**src/rtl/noc_router_route_lookup.sv**
```systemverilog
// Per-input-port route computation: decodes the header destination through a routing table and
// holds the one-hot route for the whole packet. Optional feature macro: NOC_ROUTE_LOOKUP_DROP_EN.
module noc_router_route_lookup #(
    parameter int FLIT_WIDTH = 32,
    parameter int OUTPUTS    = 5,
    parameter int DEST_WIDTH = 5,
    parameter int DEST_MSB   = 31,
    parameter logic [OUTPUTS*(2**DEST_WIDTH)-1:0] ROUTES = '0
) (
    input  logic                  clk,
    input  logic                  rst_n,
    input  logic [FLIT_WIDTH-1:0] in_flit,
    input  logic                  in_last,
    input  logic                  in_valid,
    output logic                  in_ready,
    output logic [FLIT_WIDTH-1:0] out_flit,
    output logic                  out_last,
    output logic [OUTPUTS-1:0]    out_valid,
    input  logic                  out_ready,
    output logic                  err_drop
);

`ifdef NOC_ROUTE_LOOKUP_DROP_EN
    typedef enum logic [1:0] {ST_HEAD = 2'd0, ST_BODY = 2'd1, ST_DROP = 2'd2} state_e;
`else
    typedef enum logic [0:0] {ST_HEAD = 1'b0, ST_BODY = 1'b1} state_e;
`endif

    localparam logic [OUTPUTS-1:0] ROUTE_ZERO  = {OUTPUTS{1'b0}};
    localparam logic [OUTPUTS-1:0] ROUTE_PORT0 = {{(OUTPUTS-1){1'b0}}, 1'b1};

    // Without the drop feature an empty table entry falls back to output port 0.
    function automatic logic [OUTPUTS-1:0] table_entry(input logic [DEST_WIDTH-1:0] dest);
        logic [OUTPUTS-1:0] entry;
        entry = ROUTES[int'(dest)*OUTPUTS +: OUTPUTS];
`ifdef NOC_ROUTE_LOOKUP_DROP_EN
        return entry;
`else
        return (entry == ROUTE_ZERO) ? ROUTE_PORT0 : entry;
`endif
    endfunction

    state_e                  state_q, state_d;
    logic [OUTPUTS-1:0]      route_q, route_d;
    logic [OUTPUTS-1:0]      out_valid_q, out_valid_d;
    logic [FLIT_WIDTH-1:0]   out_flit_q, out_flit_d;
    logic                    out_last_q, out_last_d;
    logic                    err_d;
    logic                    accept_s;
    logic [OUTPUTS-1:0]      route_s;

    assign route_s  = table_entry(in_flit[DEST_MSB -: DEST_WIDTH]);
`ifdef NOC_ROUTE_LOOKUP_DROP_EN
    assign in_ready = (state_q == ST_DROP) | ~(|out_valid_q) | out_ready;
`else
    assign in_ready = ~(|out_valid_q) | out_ready;
`endif
    assign accept_s = in_valid & in_ready;

    // Next-state: drain first, then a same-cycle accept reloads the output register.
    always_comb begin
        state_d     = state_q;
        route_d     = route_q;
        out_valid_d = out_valid_q;
        out_flit_d  = out_flit_q;
        out_last_d  = out_last_q;
        err_d       = 1'b0;
        if (out_ready & (|out_valid_q)) begin
            out_valid_d = ROUTE_ZERO;
        end else begin
            out_valid_d = out_valid_q;
        end
        if (accept_s) begin
            case (state_q)
                ST_HEAD: begin
                    route_d = route_s;
`ifdef NOC_ROUTE_LOOKUP_DROP_EN
                    if (route_s == ROUTE_ZERO) begin
                        err_d   = 1'b1;
                        state_d = in_last ? ST_HEAD : ST_DROP;
                    end else begin
                        out_valid_d = route_s;
                        out_flit_d  = in_flit;
                        out_last_d  = in_last;
                        state_d     = in_last ? ST_HEAD : ST_BODY;
                    end
`else
                    out_valid_d = route_s;
                    out_flit_d  = in_flit;
                    out_last_d  = in_last;
                    state_d     = in_last ? ST_HEAD : ST_BODY;
`endif
                end
                ST_BODY: begin
                    out_valid_d = route_q;
                    out_flit_d  = in_flit;
                    out_last_d  = in_last;
                    state_d     = in_last ? ST_HEAD : ST_BODY;
                end
`ifdef NOC_ROUTE_LOOKUP_DROP_EN
                ST_DROP: begin
                    state_d = in_last ? ST_HEAD : ST_DROP;
                end
`endif
                default: begin
                    state_d = ST_HEAD;
                end
            endcase
        end else begin
            state_d = state_q;
            route_d = route_q;
        end
    end

    // State and output register with synchronous active-low reset.
    always_ff @(posedge clk) begin
        if (!rst_n) begin
            state_q     <= ST_HEAD;
            route_q     <= ROUTE_ZERO;
            out_valid_q <= ROUTE_ZERO;
            out_flit_q  <= {FLIT_WIDTH{1'b0}};
            out_last_q  <= 1'b0;
        end else begin
            state_q     <= state_d;
            route_q     <= route_d;
            out_valid_q <= out_valid_d;
            out_flit_q  <= out_flit_d;
            out_last_q  <= out_last_d;
        end
    end

`ifdef NOC_ROUTE_LOOKUP_DROP_EN
    logic err_q;

    // Registered drop pulse, one cycle after the dropped header is accepted.
    always_ff @(posedge clk) begin
        if (!rst_n) begin
            err_q <= 1'b0;
        end else begin
            err_q <= err_d;
        end
    end
    assign err_drop = err_q;
`else
    assign err_drop = 1'b0;
`endif

    assign out_valid = out_valid_q;
    assign out_flit  = out_flit_q;
    assign out_last  = out_last_q;

endmodule

```
**config.mk**
```make
export PLATFORM = sky130hd
export DESIGN_NAME = noc_router_route_lookup
export DESIGN_NICKNAME = d
export VERILOG_FILES = /design/src/rtl/noc_router_route_lookup.sv
export SDC_FILE = /design/constraint.sdc
export NUM_CORES = 1
export LEC_CHECK = 0
export CORE_ASPECT_RATIO = 0.75
export CORE_MARGIN = 1
export CORE_UTILIZATION = 50
export CTS_CLUSTER_SIZE = 40
export DETAILED_ROUTE_END_ITERATION = 12
export DONT_BUFFER_PORTS = 1
export SLEW_MARGIN = 20
export SYNTH_ARGS = -nofsm -noshare
export SYNTH_HDL_FRONTEND = slang
export SYNTH_SLANG_ARGS = --single-unit
export TNS_END_PERCENT = 20
```
**constraint.sdc**
```tcl
create_clock -name clk -period 1.4 [get_ports clk]
set_input_delay 0.07 -clock clk [delete_from_list [all_inputs] [get_ports clk]]
set_output_delay 0.07 -clock clk [all_outputs]
set_load 0.005 [all_outputs]
```
* Word level (Yosys, flattened, before mapping)
Cells that the tools add are included. Widths: inputs -> output; s select.
Storage, ports and cells: bits in registers 44, bits in latches 0, memory bits (writable) 0, memory bits (read-only) 0, bits of input ports 37, word-level logic and storage cells 21, memories 0
Cells by class: add/subtract/negate cells 0, multipliers 1, div/mod/pow operators 0, $lt $le $gt $ge 0, equality and inequality tests 0, shift-type cells 1, multiplexer cells 5, bitwise operators 5, reduce and logical (&&, ||, !) cells 4
Operators by type and width (count):
- $shiftx 160x9->5 const A | 1
- $mux 5 | 3
- $pmux 5 s2 | 1
- $mul 5x3->8 const B | 1
- $logic_not 5->1 | 1
- $reduce_or 5->1 | 1
- $and 1x1->1 | 2
- $not 1->1 | 2
- $reduce_and 2->1 | 1
- $reduce_bool 2->1 | 1
- $mux 1 | 1
- $or 1x1->1 | 1

* Depth between registers and ports, before layout
Gate-level depths: netlist of run 1.
depth after elaboration 6, mapped depth 5, depth with buffers taken out 3

* Worst setup path after synthesis of run 1
Ideal clock, no wire load.
path kind register to register, start point register out_valid_q[0] (netlist: out_valid[0]), end point register out_flit_q[0] (netlist: out_flit[0]), setup time 118 ps, arrival time 977 ps, data required time 1282 ps, setup slack 305 ps, stages on the path, launching flop included 6, path buffers 2, clock period less this slack 1095 ps, cell sequence dfxtp_1 nand2b_4 and2_4 buf_6 buf_12 mux2i_1
Between the ends: word-level cells in the longest chain between the ends 4
RTL lines:
- start: declaration | RTL line 45 | logic [OUTPUTS-1:0] out_valid_q, out_valid_d;
- start signal: assignment | RTL line 126 | out_valid_q <= out_valid_d;
- $reduce_or 5->1 | RTL line 56 | assign in_ready = ~(|out_valid_q) | out_ready;
- $not 1->1 | RTL line 56
- $or 1x1->1 | RTL line 56
- named net in_ready | RTL line 15 | output logic in_ready,
- $and 1x1->1 | RTL line 58 | assign accept_s = in_valid & in_ready;
- end signal: assignment | RTL line 121 | out_flit_q <= {FLIT_WIDTH{1'b0}};
- end signal: assignment | RTL line 127 | out_flit_q <= out_flit_d;
- end: declaration | RTL line 46 | logic [FLIT_WIDTH-1:0] out_flit_q, out_flit_d;
The timed path passes the listed nets, and every way through them passes these cells. A chain may end at the register's enable or synchronous reset.

* Worst setup path in the final report of run 1
start point register out_valid_q[0] (netlist: out_valid[0]), end point register route_q[0]
Between the ends: word-level cells in the longest chain between the ends 5
RTL lines:
- $reduce_or 5->1 | RTL line 56
- $not 1->1 | RTL line 56
- $or 1x1->1 | RTL line 56
- named net in_ready | RTL line 15
- $and 1x1->1 | RTL line 58
- $reduce_and 2->1 (no line)
- end signal: assignment | RTL line 125 | route_q <= route_d;
- end: declaration | RTL line 44 | logic [OUTPUTS-1:0] route_q, route_d;
The timed path passes the listed nets, and every way through them passes these cells.

==> impl_results.md, run 1 <==
* Clk buf depth at 2
* CTS Sinks at 36
* Ratio of cells with drive above 1 in the final layout at 0.05189
* Root buffer cell: clkbuf_8
* Slowest-stage cell, CP: dlygate4sd3_1
* Mux cell area share after synthesis at 0.2185
* Post-layout net count at 248
* Via density at 5.117
* GRT Overall Usage at 0.2414
* Final core utilization at 0.7582
* Worst-path maximum fanout at 5
* Delay of the slowest critical-path stage at 0.55 ns
* CTS H-tree depth at 2
* Final Setup Violations at 0
* Top delay family on crit path: buffers and inverters
* Status: completed
* Total CTS buffers at 5
* Synth Area in Compound Gates at 0.01573
* Synth Area in XOR/XNOR at 0
* ANT nets after route at 0
* Synth cell types at 18
* Worst slew pin tran at 0.5719 ns
* Antenna cell count at 0
* Avg Cell Area, Syn at 9.273 sq um
* Fin crit period at 1.370 ns
* Initial antenna violation count at 0
* Sequential fraction of the synthesis area at 0.4768
* Initial DRC Count at 73
* Final hold vios at 0
* Multi-input logic area at 668.1 sq um
* Worst skew pair latency at 0.28 ns
* Final non-filler cell total at 248
* Simple-gate area share of the yosys netlist at 0.1912
* Wire per inst at 14.56 um
* YS warnings at 0
* Cells after DPL at 186
* Largest net degree at the start of global routing at 53
* Setup Skew at 0.004036 ns
* CP endpoint kind: flop
* Worst setup SP type: flop
* Peak supply drop at 0.0007549 V
* WP buf/inv at 1
* Synth Area in Adders at 0
* Port Buffer Count at 0
* Reg area at 721.9 sq um
* Final Instance Area at 2079 sq um
* Post-synthesis instance area at 1511 sq um
* Num ports at 77
* Setup TNS at 0 ns
* DR pass1 iterations at 4
* DP Wirelength at 1713 um
* Overall via count from detail_route at 1269
* Postcts setup bufs at 0
* Clock Pin Slew Worst Setup and Hold Paths at 0.07 ns
* Die Y at 49.62 um
* Final WL at 3612 um
* P&R area growth vs syn at 37.58%
* Fmax at 0.7300 GHz
* Die area at 3249 sq um
* Largest family of logic cells by synthesized area: multiplexers
* Largest area contributor in the netlist: dfxtp_1
* # fillers at 184
* Slew Limit Fails at 0
* DRC Markers at 0
* CTS tree: built
* Cell leakage power at 0.8723 nW
* Ranking of synthesized cells by area: dfxtp_1 (48%), mux2i_1 (22%), nand2_1 (17%)
* Synthesized instance count at 163
* MaxCap Viol Count at 0
* Vias in the first global route at 1296
* Relative slew slack at 0.6187
* Starting Density at 0.5511
* DIE WIDTH at 65.49 um
* CP cell instances: nand2b_4 > a31oi_2 > nor2b_1 > dlygate4sd3_1
* Placed inst area at 1431 sq um
* Setup Crit Path Kind: reg -> reg
* Routability cong. at 0.6274
* Row count at 16
* RSZ-0062 raised after global routing: yes
* Data arrival time of the critical path at 1.54 ns
* Crit share post-route at 0.9784
* Flops & latches, synth at 36
* Global route total overflow at 0
* Total power at 2.199 mW
* Area share of the largest cell type after synthesis at 0.4768
* First-pass GRT wire length at 5768 um
* Placeable Area at 2743 sq um
* Hold Path Class: in -> reg
* Pwr Density at 1057 nW/um^2
* WP data required at 1.57 ns
## state kept, by name, indices dropped and copies added, names as in the netlist
name and flops:
out_flit 32, out_last 1, out_valid 1, route_q 1, state_q 1
## final timing paths
path | startpoint | to | slack, ns | depth (start not counted)
worst max-delay path | out_valid[0]$_SDFFE_PN0P_ | route_q[0]$_SDFFE_PN0P_ | 0.03 | 4
worst min-delay path | out_ready | out_valid[0]$_SDFFE_PN0P_ | 0.04 | 2
worst max register to register | out_valid[0]$_SDFFE_PN0P_ | route_q[0]$_SDFFE_PN0P_ | 0.03 | 4
worst min register to register | state_q$_SDFFE_PN0P_ | state_q$_SDFFE_PN0P_ | 0.47 | 2
## through the flow
stage	setup slack [ns]	hold WS (ns)
6_report	0.03019	0.04462
5_1_grt	-0.01155	0.04963
4_1_cts	0.01357	0.03450
3_5_place_dp	0.07945	0.2105
3_3_place_gp	0.1450	0.2105
2_1_floorplan	0.3045	0.2121
## routing by layer
| layer | wire length [um] | track usage |
|---|---|---|
| met1 | 1464 | 0.2328 |
| met2 | 1837 | 0.4467 |
| met3 | 281 | 0.1019 |
| met4 | 29 | 0.09783 |
| met5 | 0 | 0 |
## cells in the mapped netlist
cell type,number
nand2_1,67
dfxtp_1,36
mux2i_1,33
clkbuf_1,7
buf_4,5
buf_12,3
a21boi_0,1
a31oi_1,1
and2_4,1
buf_2,1
buf_6,1
conb_1,1
inv_1,1
nand2b_4,1
nand4b_1,1
nor2b_1,1
o21ai_0,1
o21ai_1,1
## worst register-to-register path, stage by stage, from the launching register on
cell and delay, ns:
dfxtp_2 0.36, nand2b_4 0.08, a31oi_2 0.19, nor2b_1 0.08, dlygate4sd3_1 0.55
## cell families after synthesis
family,Yosys count
other,1
buffers and inverters,18
AND/OR/NAND/NOR,71
flip-flops,36
AO/OA/AOI/OAI,4
multiplexers,33
## what timing repair did
action / 4_1_cts / 5_1_grt
endpoints found under the hold margin: 36 / 0
gates resized for setup: 0 / 2
endpoints found under the setup margin: 0 / 12
hold buffers: 54 / 0
## area by class of cell
cell class,instances,area share
multi-input combinational,113,0.3213
tap,36,0.02166
sequential,36,0.3472
inverter,1,0.001805
clock buffer,8,0.04332
timing repair buffer,54,0.2647
## report_power, final
part | switching (mW) | leakage [nW] | internal [mW] | total (mW)
Sequential | 0.0563 | 0.297 | 1.10 | 1.15
Clock | 0.343 | 0.0455 | 0.401 | 0.744
Combinational | 0.124 | 0.530 | 0.178 | 0.302
## placed cells by master (no fill, tap or decap), drive strengths merged
cell type and instances:
a21boi 1, a31oi 1, and2 1, buf 1
clkbuf 8, conb 5, dfxtp 36, dlygate4sd3 53
inv 1, mux2i 33, nand2 67, nand2b 1
nand4b 1, nor2b 1, o21ai 2
Note: power is estimated with default switching activity, not from simulation.
==> run 2: changes to the inputs <==
CTS_BUF_LIST = sky130_fd_sc_hd__clkbuf_16   (was not set)
==> run 2 against run 1 <==
Against the previous run:
- sequential power about the same
- critical path depth stayed put
- sequential share of layout area shrank 0.16 points
- wire length up 2.5%
- cell count shrank 1.2%
- total power rose by 12%
- clock power is 36% higher
- clock-buffer cell count is 3 lower
- non-clock buffer count is 4 lower
- via count is 0.39% lower
- setup slack better by 0.034 ns
==> impl_results.md, run 2 (synthesis results as in run 1) <==
* Reg power frac at 0.469 (-0.055)
* Worst skew pair latency at 0.27 ns (about the same)
* CP cell instances: nand2b_4 > nand4b_1 > dlygate4sd3_1 > o21ai_1
* Wire per inst at 15.11 um (+3.7%)
* DP Wirelength at 1713 um (unchanged)
* Fin crit period at 1.336 ns (-0.03352 ns)
* CTS tree: built
* Fmax at 0.7483 GHz (+2.5%)
* Die Y at 49.62 um (unchanged)
* DRC Markers at 0 (unchanged)
* Num ports at 77 (unchanged)
* Worst setup SP type: flop
* Row count at 16 (unchanged)
* Die area at 3249 sq um (unchanged)
* Setup slack, reg-to-reg at 0.06 ns (+0.03 ns)
* MaxCap Viol Count at 0 (unchanged)
* Overall via count from detail_route at 1264 (-0.39%)
* DR pass1 iterations at 6 (+2)
* Final Instance Area at 2086 sq um (+0.30%)
* Worst reg2reg path depth at 4 (unchanged)
* Delay of the slowest critical-path stage at 0.56 ns (about the same)
* Status: completed
* WP data required at 1.54 ns (-0.03 ns)
* Clock share of power at 0.410 (+0.072)
* Sw frac at 0.2245 (-0.01341)
* Worst-path maximum fanout at 6 (+1)
* Setup Skew at 0.003308 ns (-0.0007284 ns)
* CTS Sinks at 36 (unchanged)
* Final hold vios at 0 (unchanged)
* Clk buf depth at 2 (unchanged)
* CP endpoint kind: flop
* GRT Overall Usage at 0.2356 (-0.005877)
* Antenna cell count at 0 (unchanged)
* Clock Pin Slew Worst Setup and Hold Paths at 0.05 ns (-0.02 ns)
* Hold Path Class: in -> reg
* Pwr Density at 1179 nW/um^2 (+11%)
* Combinational Power Share at 0.121 (-0.016)
* RSZ-0062 raised after global routing: no
* DIE WIDTH at 65.49 um (unchanged)
* Cell leakage power at 0.8902 nW (+2.0%)
* Post-layout net count at 245 (-1.2%)
* Initial antenna violation count at 0 (unchanged)
* Vias in the first global route at 1254 (-3.2%)
* Root buffer cell: clkbuf_16
* WP buf/inv at 1 (unchanged)
* P&R area growth vs syn at 38.00%
* Final non-filler cell total at 245 (-1.2%)
* Total CTS buffers at 5 (unchanged)
* Relative slew slack at 0.6314 (+0.01266)
* Cells after DPL at 186 (unchanged)
* Ratio of cells with drive above 1 in the final layout at 0.04306 (-0.008825)
* Largest net degree at the start of global routing at 57 (+7.5%)
* Hold path start: out_ready
* Max reg flops at 32 (unchanged)
* Setup Crit Path Kind: reg -> reg
* Reg2reg end: state_q$_SDFFE_PN0P_
* Crit path depth at 4 (unchanged)
* Slew Limit Fails at 0 (unchanged)
* Crit share post-route at 0.9545 (-0.02395)
* Peak supply drop at 0.0008306 V (+10%)
* Placeable Area at 2743 sq um (unchanged)
* Setup TNS at 0 ns (unchanged)
* Slowest-stage cell, CP: dlygate4sd3_1
* Commonest non-fill, non-tap cell in the layout: nand2_1
* Most frequent cells in the layout: nand2_1 (67), dlygate4sd3_1 (49), dfxtp_1 (36)
* Via density at 5.159 (+0.83%)
* First-pass GRT wire length at 5630 um (-2.4%)
* Global route total overflow at 0 (unchanged)
* Internal power at 1.906 mW (+14%)
* Reg2reg start: out_valid[0]$_SDFFE_PN0P_
* CTS H-tree depth at 2 (unchanged)
* Data arrival time of the critical path at 1.48 ns (-0.06 ns)
* Top delay family on crit path: buffers and inverters
* Initial DRC Count at 41 (-44%)
* Sw Pwr at 0.5518 mW (+5.5%)
* Worst slew pin tran at 0.5529 ns (-0.01898 ns)
* Final WL at 3702 um (+2.5%)
* Port Buffer Count at 0 (unchanged)
* Worst hold endpoint: out_valid[0]$_SDFFE_PN0P_
* Starting Density at 0.5511 (unchanged)
* Placed inst area at 1431 sq um (unchanged)
* WHS Path Cells at 2 (unchanged)
* Final Setup Violations at 0 (unchanged)
* ANT nets after route at 0 (unchanged)
* Routability cong. at 0.6274 (unchanged)
[run 2: cell count changes in the layout (fill, tap and decap cells not counted), moves of 2 or more]
cell / change
clkbuf_8: -6
clkbuf_16: +5
dlygate4sd3_1: -4
clkbuf_1: -2
inv_1: +2
[run 2: worst max path at each step]
| stage | start | to |
|---|---|---|
| after floorplan | out_valid[0]$_SDFFE_PN0P_ | out_flit[0]$_SDFFE_PN0P_ |
| after global placement | out_valid[0]$_SDFFE_PN0P_ | out_flit[11]$_SDFFE_PN0P_ |
| after detailed placement | out_valid[0]$_SDFFE_PN0P_ | out_flit[1]$_SDFFE_PN0P_ |
| after CTS | out_valid[0]$_SDFFE_PN0P_ | out_flit[11]$_SDFFE_PN0P_ |
| after global routing | out_valid[0]$_SDFFE_PN0P_ | state_q$_SDFFE_PN0P_ |
| final | out_valid[0]$_SDFFE_PN0P_ | state_q$_SDFFE_PN0P_ |
[run 2: power groups by stage]
| stage | logic, mW | clock network [mW] | registers, mW |
|---|---|---|---|
| finish | 0.296 | 1.01 | 1.15 |
| CTS | 0.285 | 1.02 | 1.15 |
| detailed placement | 0.153 | 0 | 1.17 |
| global route | 0.324 | 1.08 | 1.16 |
| global placement | 0.143 | 0 | 1.17 |
| floorplan | 0.196 | 0 | 1.16 |
[run 2: layout make-up]
cell class,instances,area [sq um]
fillers,181,656.9
well taps,36,45.04
clock inverters,3,11.26
clock buffers,5,125.1
inverters,1,3.754
flip-flops and latches,36,720.7
multi-input cells,114,669.4
repair buffers,50,510.5
[run 2: per-layer routing]
layer  track usage  part of all wire
met5             0                 0
met4       0.08696             0.014
met3        0.1019             0.088
met2        0.4227              0.51
met1        0.2399              0.39
[run 2: repair_timing]
item,CTS,global route
endpoints found under the setup margin,0,6
hold endpoints to repair,36,0
setup buffers,0,0
resized for setup,0,0
hold buffers,50,0
[run 2: per-stage QoR]
stage / utilization / hold slack, ns / power, mW / setup WS [ns]
final: 0.7605 / 0.07036 / 2.458 / 0.06372
after global routing: 0.7605 / 0.07842 / 2.565 / 0.03375
after CTS: 0.7578 / 0.05132 / 2.458 / 0.07348
after detailed placement: 0.5219 / 0.2105 / 1.325 / 0.07945
after global placement: 0.5219 / 0.2105 / 1.313 / 0.1450
after floorplan: - / 0.2121 / 1.355 / 0.3045
==> run 3: changes to the inputs <==
SETUP_SLACK_MARGIN = 0.15   (was not set)
==> run 3 against run 2 <==
Against the previous run:
- setup slack improved by 0.15 ns
- first-iteration DRC count fell by 61%
- design area rose by 4.9%
- largest cell class unchanged
==> impl_results.md, run 3 (synthesis results as in run 1) <==
* Max reg flops at 32 (unchanged)
* MaxCap Viol Count at 0 (unchanged)
* CP endpoint kind: flop
* Hold Path Class: in -> reg
* Clk buf depth at 2 (unchanged)
* Worst-path maximum fanout at 2 (-4)
* Vias in the first global route at 1373 (+9.5%)
* Worst setup SP type: flop
* Final hold vios at 0 (unchanged)
* DR pass1 iterations at 4 (-2)
* Port Buffer Count at 0 (unchanged)
* DRC Markers at 0 (unchanged)
* Most frequent cells in the layout: nand2_1 (67), dlygate4sd3_1 (59), dfxtp_1 (36)
* Crit share post-route at 0.8442 (-0.1103)
* Worst skew pair latency at 0.27 ns (about the same)
* Wire per inst at 15.70 um (+3.9%)
* Critical path origin: out_flit[7]$_SDFFE_PN0P_
* Num ports at 77 (unchanged)
* Total CTS buffers at 5 (unchanged)
* Root buffer cell: clkbuf_16
* GRT Overall Usage at 0.2565 (+0.02093)
* Ratio of cells with drive above 1 in the final layout at 0.04110 (-0.001966)
* Die area at 3249 sq um (unchanged)
* Starting Density at 0.5511 (unchanged)
* Cell leakage power at 0.9164 nW (+2.9%)
* Final Instance Area at 2187 sq um (+4.9%)
* Routability cong. at 0.6274 (unchanged)
* CTS Sinks at 36 (unchanged)
* CTS H-tree depth at 2 (unchanged)
* Final Setup Violations at 0 (unchanged)
* Setup Skew at 0.003480 ns (+0.0001726 ns)
* Fmax at 0.8461 GHz (+13%)
* Cells after DPL at 186 (unchanged)
* Largest net degree at the start of global routing at 46 (-19%)
* Status: completed
* Reg2reg start: out_flit[7]$_SDFFE_PN0P_
* WP data required at 1.60 ns (+0.06 ns)
* DP Wirelength at 1713 um (unchanged)
* Via density at 5.231 (+1.4%)
* ANT nets after route at 0 (unchanged)
* Clock Pin Slew Worst Setup and Hold Paths at 0.05 ns (about the same)
* Slew Limit Fails at 0 (unchanged)
* Overall via count from detail_route at 1334 (+5.5%)
* DIE WIDTH at 65.49 um (unchanged)
* First-pass GRT wire length at 6141 um (+9.1%)
* Antenna cell count at 0 (unchanged)
* P&R area growth vs syn at 44.70%
* Fin crit period at 1.182 ns (-0.1544 ns)
* Setup Crit Path Kind: reg -> reg
* Pwr Density at 1134 nW/um^2 (-3.8%)
* Hold path start: out_ready
* RSZ-0062 raised after global routing: no
* Postcts setup bufs at 0 (unchanged)
* Post-layout net count at 255 (+4.1%)
* Placed inst area at 1431 sq um (unchanged)
* Die Y at 49.62 um (unchanged)
* Setup TNS at 0 ns (unchanged)
* Data arrival time of the critical path at 1.38 ns (-0.10 ns)
* Row count at 16 (unchanged)
* Global route total overflow at 0 (unchanged)
* Peak supply drop at 0.0008398 V (+1.1%)
* CTS tree: built
* Initial DRC Count at 16 (-61%)
* Final WL at 4004 um (+8.2%)
* Final non-filler cell total at 255 (+4.1%)
* Placeable Area at 2743 sq um (unchanged)
* Initial antenna violation count at 0 (unchanged)
* Commonest non-fill, non-tap cell in the layout: nand2_1
-- run 3: layout make-up --
cell class                 count  area (sq um)
sequential                    36         720.7
multi-input combinational    114         670.6
timing repair buffer          60         610.6
fill                         163         555.5
clock buffer                   5         125.1
tap                           36         45.04
clock inverter                 3         11.26
inverter                       1         3.754
-- run 3: worst paths after layout --
path                               end  slack (ns)  cells past startpoint
min          out_valid[0]$_SDFFE_PN0P_        0.08                      2
min reg2reg  out_flit[17]$_SDFFE_PN0P_        0.47                      2
max reg2reg   out_flit[7]$_SDFFE_PN0P_        0.22                      3
max           out_flit[7]$_SDFFE_PN0P_        0.22                      3
-- run 3: worst max-delay path, cell delays in order, from the launching register on --
cell and delay [ns]:
dfxtp_1 0.36, nand2_1 0.07, dlygate4sd3_1 0.56, mux2i_1 0.12
-- run 3: stage by stage --
step / hold WS (ns) / power, mW / setup WS [ns] / utilization
after detailed placement: 0.2105 / 1.325 / 0.07945 / 0.5219
after CTS: 0.06822 / 2.479 / 0.1343 / 0.7970
after global routing: 0.08558 / 2.580 / 0.1582 / 0.7974
final: 0.07591 / 2.480 / 0.2181 / 0.7974
after global placement: 0.2105 / 1.313 / 0.1450 / 0.5219
after floorplan: 0.2121 / 1.355 / 0.3045 / -
-- run 3: per-layer routing --
layer,track usage,vias to the layer above,wire [um]
met4,0.1196,0,68
met5,0,-,0
met3,0.1181,9,339
li1,-,622,-
met2,0.4759,64,2030
met1,0.2339,639,1566
-- run 3: where the power goes --
group / internal (mW) / switching [mW]
clock network: 0.638 / 0.372
registers: 1.10 / 0.0562
logic: 0.188 / 0.128
total: 1.92 / 0.555
-- run 3: what timing repair did --
action / CTS / global route
gates cloned: 1 / 0
resized for setup: 0 / 1
endpoints found under the hold margin: 36 / 0
setup endpoints to repair: 34 / 17
pin swaps: 1 / 0
hold buffers: 60 / 0
